===== config.mk =====
export PLATFORM = sky130hd
export DESIGN_NAME = risc_v_mc_control
export DESIGN_NICKNAME = d
export VERILOG_FILES = /design/src/rtl/risc_v_mc_control.sv
export SDC_FILE = /design/constraint.sdc
export NUM_CORES = 1
export LEC_CHECK = 0
export CORE_MARGIN = 2
export CORE_UTILIZATION = 31
export CTS_BUF_LIST = sky130_fd_sc_hd__clkbuf_8
export CTS_CLUSTER_SIZE = 20
export DETAILED_ROUTE_END_ITERATION = 6
export HOLD_SLACK_MARGIN = 0.12
export PLACE_DENSITY = 0.58
export SLEW_MARGIN = 20
export SYNTH_ARGS = -nofsm -noshare
export SYNTH_HDL_FRONTEND = slang
export SYNTH_SLANG_ARGS = --single-unit

===== constraint.sdc =====
create_clock -name CLK -period 4.95 [get_ports CLK]
set_clock_uncertainty 0.2 [all_clocks]
set_input_delay 1.2375 -clock CLK [delete_from_list [all_inputs] [get_ports CLK]]
set_output_delay 1.2375 -clock CLK [all_outputs]
set_load 0.01 [all_outputs]

===== src/rtl/risc_v_mc_control.sv =====
`default_nettype none
// ============================================================================
// Module      : risc_v_mc_control
// Description : Multicycle RISC-V control unit. A Moore FSM sequences a shared
//               instruction/data memory and one ALU over several cycles per
//               instruction, with MemReady stretching the memory states.
//               Unsupported instructions are trapped, and retired
//               instructions are counted.
// Ports       : CLK, RST (async, active-high)
//               op, funct3, funct7_5 : fields of the instruction register
//               Zero                 : ALU zero flag (branch resolution)
//               MemReady             : memory access completes this cycle
//               PCWrite, AdrSrc, MemWrite, IRWrite, ResultSrc, ALUSrcA,
//               ALUSrcB, ALUControl, ImmSrc, RegWrite : datapath controls
//               Illegal              : unsupported instruction trapped
//               InstrRetired         : retired-instruction count (wraps)
// Revision    : 1.0 - initial release
// ============================================================================
module risc_v_mc_control #(
    parameter int OP_WIDTH       = 7,
    parameter int FUNCT3_WIDTH   = 3,
    parameter int ALU_CTRL_WIDTH = 3,
    parameter int IMM_SRC_WIDTH  = 2,
    parameter int CNT_WIDTH      = 32
) (
    input  logic                      CLK,
    input  logic                      RST,
    input  logic [OP_WIDTH-1:0]       op,
    input  logic [FUNCT3_WIDTH-1:0]   funct3,
    input  logic                      funct7_5,
    input  logic                      Zero,
    input  logic                      MemReady,
    output logic                      PCWrite,
    output logic                      AdrSrc,
    output logic                      MemWrite,
    output logic                      IRWrite,
    output logic [1:0]                ResultSrc,
    output logic [1:0]                ALUSrcA,
    output logic [1:0]                ALUSrcB,
    output logic [ALU_CTRL_WIDTH-1:0] ALUControl,
    output logic [IMM_SRC_WIDTH-1:0]  ImmSrc,
    output logic                      RegWrite,
    output logic                      Illegal,
    output logic [CNT_WIDTH-1:0]      InstrRetired
);

    localparam logic [OP_WIDTH-1:0] OP_LW     = OP_WIDTH'(7'b0000011);
    localparam logic [OP_WIDTH-1:0] OP_SW     = OP_WIDTH'(7'b0100011);
    localparam logic [OP_WIDTH-1:0] OP_RTYPE  = OP_WIDTH'(7'b0110011);
    localparam logic [OP_WIDTH-1:0] OP_IALU   = OP_WIDTH'(7'b0010011);
    localparam logic [OP_WIDTH-1:0] OP_JAL    = OP_WIDTH'(7'b1101111);
    localparam logic [OP_WIDTH-1:0] OP_BRANCH = OP_WIDTH'(7'b1100011);

    localparam logic [FUNCT3_WIDTH-1:0] F3_000 = FUNCT3_WIDTH'(3'b000);
    localparam logic [FUNCT3_WIDTH-1:0] F3_001 = FUNCT3_WIDTH'(3'b001);
    localparam logic [FUNCT3_WIDTH-1:0] F3_010 = FUNCT3_WIDTH'(3'b010);
    localparam logic [FUNCT3_WIDTH-1:0] F3_110 = FUNCT3_WIDTH'(3'b110);
    localparam logic [FUNCT3_WIDTH-1:0] F3_111 = FUNCT3_WIDTH'(3'b111);

    localparam logic [ALU_CTRL_WIDTH-1:0] ALU_ADD = ALU_CTRL_WIDTH'(3'b000);
    localparam logic [ALU_CTRL_WIDTH-1:0] ALU_SUB = ALU_CTRL_WIDTH'(3'b001);
    localparam logic [ALU_CTRL_WIDTH-1:0] ALU_AND = ALU_CTRL_WIDTH'(3'b010);
    localparam logic [ALU_CTRL_WIDTH-1:0] ALU_OR  = ALU_CTRL_WIDTH'(3'b011);
    localparam logic [ALU_CTRL_WIDTH-1:0] ALU_SLT = ALU_CTRL_WIDTH'(3'b101);

    typedef enum logic [3:0] {
        S_FETCH    = 4'd0,
        S_DECODE   = 4'd1,
        S_MEMADR   = 4'd2,
        S_MEMREAD  = 4'd3,
        S_MEMWB    = 4'd4,
        S_MEMWRITE = 4'd5,
        S_EXECR    = 4'd6,
        S_EXECI    = 4'd7,
        S_ALUWB    = 4'd8,
        S_JAL      = 4'd9,
        S_BRANCH   = 4'd10,
        S_TRAP     = 4'd11
    } state_t;

    state_t                 state_q;
    state_t                 state_d;
    logic [CNT_WIDTH-1:0]   retired_q;

    logic                   alu_f3_ok;
    logic                   retire;
    logic [1:0]             alu_op;
    logic                   pcw;
    logic                   irw;
    logic                   memw;
    logic                   regw;

    // R-type and I-ALU share the supported funct3 set
    assign alu_f3_ok = (funct3 == F3_000) || (funct3 == F3_010) ||
                       (funct3 == F3_110) || (funct3 == F3_111);

    // A store retires only on the cycle its write is accepted
    assign retire = (state_q == S_MEMWB) || (state_q == S_ALUWB) ||
                    (state_q == S_BRANCH) ||
                    ((state_q == S_MEMWRITE) && MemReady);

    // Next-state logic
    always_comb begin
        state_d = S_FETCH;
        case (state_q)
            S_FETCH:    state_d = MemReady ? S_DECODE : S_FETCH;
            S_DECODE: begin
                case (op)
                    OP_LW:     state_d = (funct3 == F3_010) ? S_MEMADR : S_TRAP;
                    OP_SW:     state_d = (funct3 == F3_010) ? S_MEMADR : S_TRAP;
                    OP_RTYPE:  state_d = alu_f3_ok ? S_EXECR : S_TRAP;
                    OP_IALU:   state_d = alu_f3_ok ? S_EXECI : S_TRAP;
                    OP_JAL:    state_d = S_JAL;
                    OP_BRANCH: state_d = ((funct3 == F3_000) || (funct3 == F3_001))
                                         ? S_BRANCH : S_TRAP;
                    default:   state_d = S_TRAP;
                endcase
            end
            S_MEMADR:   state_d = (op == OP_LW) ? S_MEMREAD : S_MEMWRITE;
            S_MEMREAD:  state_d = MemReady ? S_MEMWB : S_MEMREAD;
            S_MEMWB:    state_d = S_FETCH;
            S_MEMWRITE: state_d = MemReady ? S_FETCH : S_MEMWRITE;
            S_EXECR:    state_d = S_ALUWB;
            S_EXECI:    state_d = S_ALUWB;
            S_ALUWB:    state_d = S_FETCH;
            S_JAL:      state_d = S_ALUWB;
            S_BRANCH:   state_d = S_FETCH;
            S_TRAP:     state_d = S_TRAP;
            default:    state_d = S_FETCH;   // unused encodings recover
        endcase
    end

    always_ff @(posedge CLK or posedge RST) begin
        if (RST) begin
            state_q   <= S_FETCH;
            retired_q <= '0;
        end else begin
            state_q <= state_d;
            if (retire) begin
                retired_q <= retired_q + CNT_WIDTH'(1);
            end
        end
    end

    // Moore output decode from the registered state
    always_comb begin
        pcw       = 1'b0;
        irw       = 1'b0;
        memw      = 1'b0;
        regw      = 1'b0;
        AdrSrc    = 1'b0;
        ResultSrc = 2'b00;
        ALUSrcA   = 2'b00;
        ALUSrcB   = 2'b00;
        alu_op    = 2'b00;
        Illegal   = 1'b0;
        case (state_q)
            S_FETCH: begin
                ALUSrcB   = 2'b10;
                ResultSrc = 2'b10;
                irw       = MemReady;
                pcw       = MemReady;
            end
            S_DECODE: begin
                ALUSrcA = 2'b01;
                ALUSrcB = 2'b01;
            end
            S_MEMADR: begin
                ALUSrcA = 2'b10;
                ALUSrcB = 2'b01;
            end
            S_MEMREAD: begin
                AdrSrc = 1'b1;
            end
            S_MEMWB: begin
                ResultSrc = 2'b01;
                regw      = 1'b1;
            end
            S_MEMWRITE: begin
                AdrSrc = 1'b1;
                memw   = 1'b1;
            end
            S_EXECR: begin
                ALUSrcA = 2'b10;
                alu_op  = 2'b10;
            end
            S_EXECI: begin
                ALUSrcA = 2'b10;
                ALUSrcB = 2'b01;
                alu_op  = 2'b10;
            end
            S_ALUWB: begin
                regw = 1'b1;
            end
            S_JAL: begin
                ALUSrcA = 2'b01;
                ALUSrcB = 2'b10;
                pcw     = 1'b1;
            end
            S_BRANCH: begin
                ALUSrcA = 2'b10;
                alu_op  = 2'b01;
                // funct3[0] selects bne, which inverts the taken condition
                pcw     = Zero ^ funct3[0];
            end
            S_TRAP: begin
                Illegal = 1'b1;
            end
            default: begin
            end
        endcase
    end

    // ALU decoder
    always_comb begin
        ALUControl = ALU_ADD;
        case (alu_op)
            2'b01:   ALUControl = ALU_SUB;
            2'b10: begin
                case (funct3)
                    // op[5] separates R-type sub from I-ALU addi
                    F3_000:  ALUControl = (funct7_5 & op[5]) ? ALU_SUB : ALU_ADD;
                    F3_010:  ALUControl = ALU_SLT;
                    F3_110:  ALUControl = ALU_OR;
                    F3_111:  ALUControl = ALU_AND;
                    default: ALUControl = ALU_ADD;
                endcase
            end
            default: ALUControl = ALU_ADD;
        endcase
    end

    // Immediate format depends only on the opcode
    always_comb begin
        case (op)
            OP_SW:     ImmSrc = IMM_SRC_WIDTH'(2'b01);
            OP_BRANCH: ImmSrc = IMM_SRC_WIDTH'(2'b10);
            OP_JAL:    ImmSrc = IMM_SRC_WIDTH'(2'b11);
            default:   ImmSrc = IMM_SRC_WIDTH'(2'b00);
        endcase
    end

    // Architectural write enables are held off for the whole reset window
    assign PCWrite      = pcw  & ~RST;
    assign IRWrite      = irw  & ~RST;
    assign MemWrite     = memw & ~RST;
    assign RegWrite     = regw & ~RST;
    assign InstrRetired = retired_q;

endmodule
`default_nettype wire


==> impl_metrics.toml <==
[run_status]
outcome = "finished clean"

[clock_network]
cts_setup_buffers = 0
cts.sinks = 36
clock_latency_ns = 0.28
cts_buffer_depth = 2
htreeDepth = 2
cts_tree = "built"
clkSlewWorstSetupHoldPaths_ns = 0.07
clockRootBuffer = "clkbuf_8"
cts_hold_buf = 0
cts_resized = 0
cts_buffers = 5

[synth]
ys.flop_type = "dfrtp_1"
synthMuxAreaShare = 0.0151
syn-cell-area_mm2 = 0.00216
synth_warnings = 0
ys_types = 41
ys_seq_elements = 36
synth_compound_area_frac = 0.0847
synth.most_common_cell = "dfrtp_1"
ys_top_cells_by_area = "dfrtp_1 (42%), xor2_1 (8.1%), xnor2_1 (6.5%)"
async_flop_share = 1.00
synth_fa_ha_area_frac = 0.0174
yosysTopAreaCell = "dfrtp_1"
synth_fp_nets = 249
synth_top_family_by_area = "simple AND/OR/NAND/NOR gates"
synth_xor_area_frac = 0.146
syn_avg_cell_area_um2 = 9.33
synth-simple-area-share = 0.286
seq_area_frac_synth = 0.418
synth_cells = 231
synth_top_area_frac = 0.418
yosys-top-cells-count = "dfrtp_1 (36), nand2_1 (21), xor2_1 (20)"
synth_edf_count = 0

[finish]
fill_cells = 662
ff_latch_area_um2 = 901
final_net_count = 312
instances_no_fill = 374
drive_above_1_share = 0.0578
multi_input_area_mm2 = 0.00118
diodes = 0
area_growth_pct = 36.4

[worst_setup_path]
crit_slowest_cell = "clkdlybuf4s50_1"
r2r_slack_ns = 2.50
r2r_cells = 5
crit_path_frequent_cell = "clkdlybuf4s50_1"
crit_family = "buffers and inverters"
max_stage_delay_ns = 0.59
end_kind = "output port"
path_class = "in -> out"
critical_path_buf_inv_count = 2
critPathMaxFanout = 7
reg2reg_from = "state_q[2]"
regToRegEndpoint = "InstrRetired[29]"
cp-start-kind = "primary input"
cp.required_ns = 3.51
critical_path.cell_chain = "clkdlybuf4s50_1 -> or2_2 -> or3_1 -> o32ai_1 -> clkdlybuf4s50_1"
worstPathArrival_ns = 3.26

[place]
post-place-ws_ns = 0.284
post-place-cells = 367
gp_congestion = 0.726
dpl.hpwl_um = 3650
numPortBuffers = 63

[timing]
setup_tns_ns = 0
fin_crit_sh = 0.948
relSlewSlack = 0.576
setup_slack_ns = 0.257
rsz0062_at_grt = "false"
tightest_slew_ns = 0.637
fmax_mhz = 213
drv_slew = 0
setup_viol = 0
min_period_ns = 4.69
final_hold_viol_count = 0

[global_routing]
grt_max_degree = 37
overflow = 0
antenna_found_initial = 0
grt.busiest_layer = "met2"
grt_pass1_vias = 1689
met1_usage = 0.183
use_met2 = 0.199
grt_use_met3 = 0.0370
grt_first_pass_wirelength_um = 8010
grt_usage = 0.132

[floorplan]
core-area_mm2 = 0.00676
io_pins = 64
start_util = 0.319
die_width_um = 87.4
chipHeight_um = 87.4
rows = 30
die_area_mm2 = 0.00764

[hold_path]
min_from = "InstrRetired[31]"
hold_depth = 1
hold-path-endpoint = "InstrRetired[31]"
hp-class = "reg -> reg"

[routing]
drt_iter0_drc = 44
drc = 0
dr.pass1.iters = 4
wl_per_cell_um = 13.1
viasPerCell = 4.96
drtAntennaViolNets = 0
vias = 1856
wl_um = 4920

[run]
maxCapViolCount = 0

[power]
p_leak_nw = 1.28
ir_worst_vdd_mv = 0.208
power_density_mw_per_mm2 = 368
layout make-up:
type,instances,area share
sequential,36,0.306
inverter,11,0.0140
tap,80,0.0340
timing repair buffer,64,0.217
multi-input combinational,176,0.402
clock inverter,2,0.00298
clock buffer,5,0.0234
per-layer routing:
metal	vias to the layer above	wire length [um]	part of all wire
li1	938	-	-
met1	855	2430	0.49
met2	61	2210	0.45
met3	2	250	0.051
met4	0	33	0.0067
met5	-	0	0
worst max path at each step:
stage               startpoint         to  slack, ns  depth (start not counted)
floorplan                op[3]  ImmSrc[0]       1.15                          4
global placement         op[3]  ImmSrc[0]       0.28                          5
detailed placement       op[3]  ImmSrc[0]       0.28                          5
CTS                      op[3]  ImmSrc[0]       0.26                          5
global route             op[2]  ImmSrc[0]       0.15                          5
finish                   op[3]  ImmSrc[0]       0.26                          5
cell families after synthesis:
family | count (synthesis)
simple gates | 109
xor+xnor | 36
flops | 36
compound gates | 25
buf+inv | 19
mux | 3
fa+ha+maj | 3
power breakdown:
part | internal [mW] | total (mW) | leakage (nW) | switching [mW]
clock | 0.0936 | 0.193 | 0.0452 | 0.0996
combinational | 0.243 | 0.450 | 0.763 | 0.207
sequential | 0.335 | 0.440 | 0.468 | 0.106
total | 0.671 | 1.08 | 1.28 | 0.413
sequential cells by signal (all words and copies together) (netlist names):
register and cells:
state_q 4, InstrRetired 32
cell usage in the layout, fill, tap and decap left out, drive strengths merged, types with 2 or more instances in the layout:
cell type	count
and3	7
inv	12
nand3	11
o32ai	3
ha	3
nor3	17
and4	2
nand2	21
nor4	5
xnor2	16
clkbuf	5
dfrtp	36
a21oi	5
o211ai	2
xor2	20
or2	2
nor2	18
or3	2
o21ai	7
mux2	2
nand2b	7
nand3b	2
nand4	10
clkdlybuf4s50	63
nor3b	3
through the flow:
step	cell area, um2	power (mW)	util	hold slack [ns]
2_1_floorplan	2160	0.702	-	0.308
6_report	2940	1.08	0.435	0.273
3_5_place_dp	2860	0.902	0.424	0.263
5_1_grt	2940	1.16	0.435	0.311
4_1_cts	2940	1.10	0.435	0.277
3_3_place_gp	2860	0.897	0.424	0.260
(Power assumes the default switching activity.)
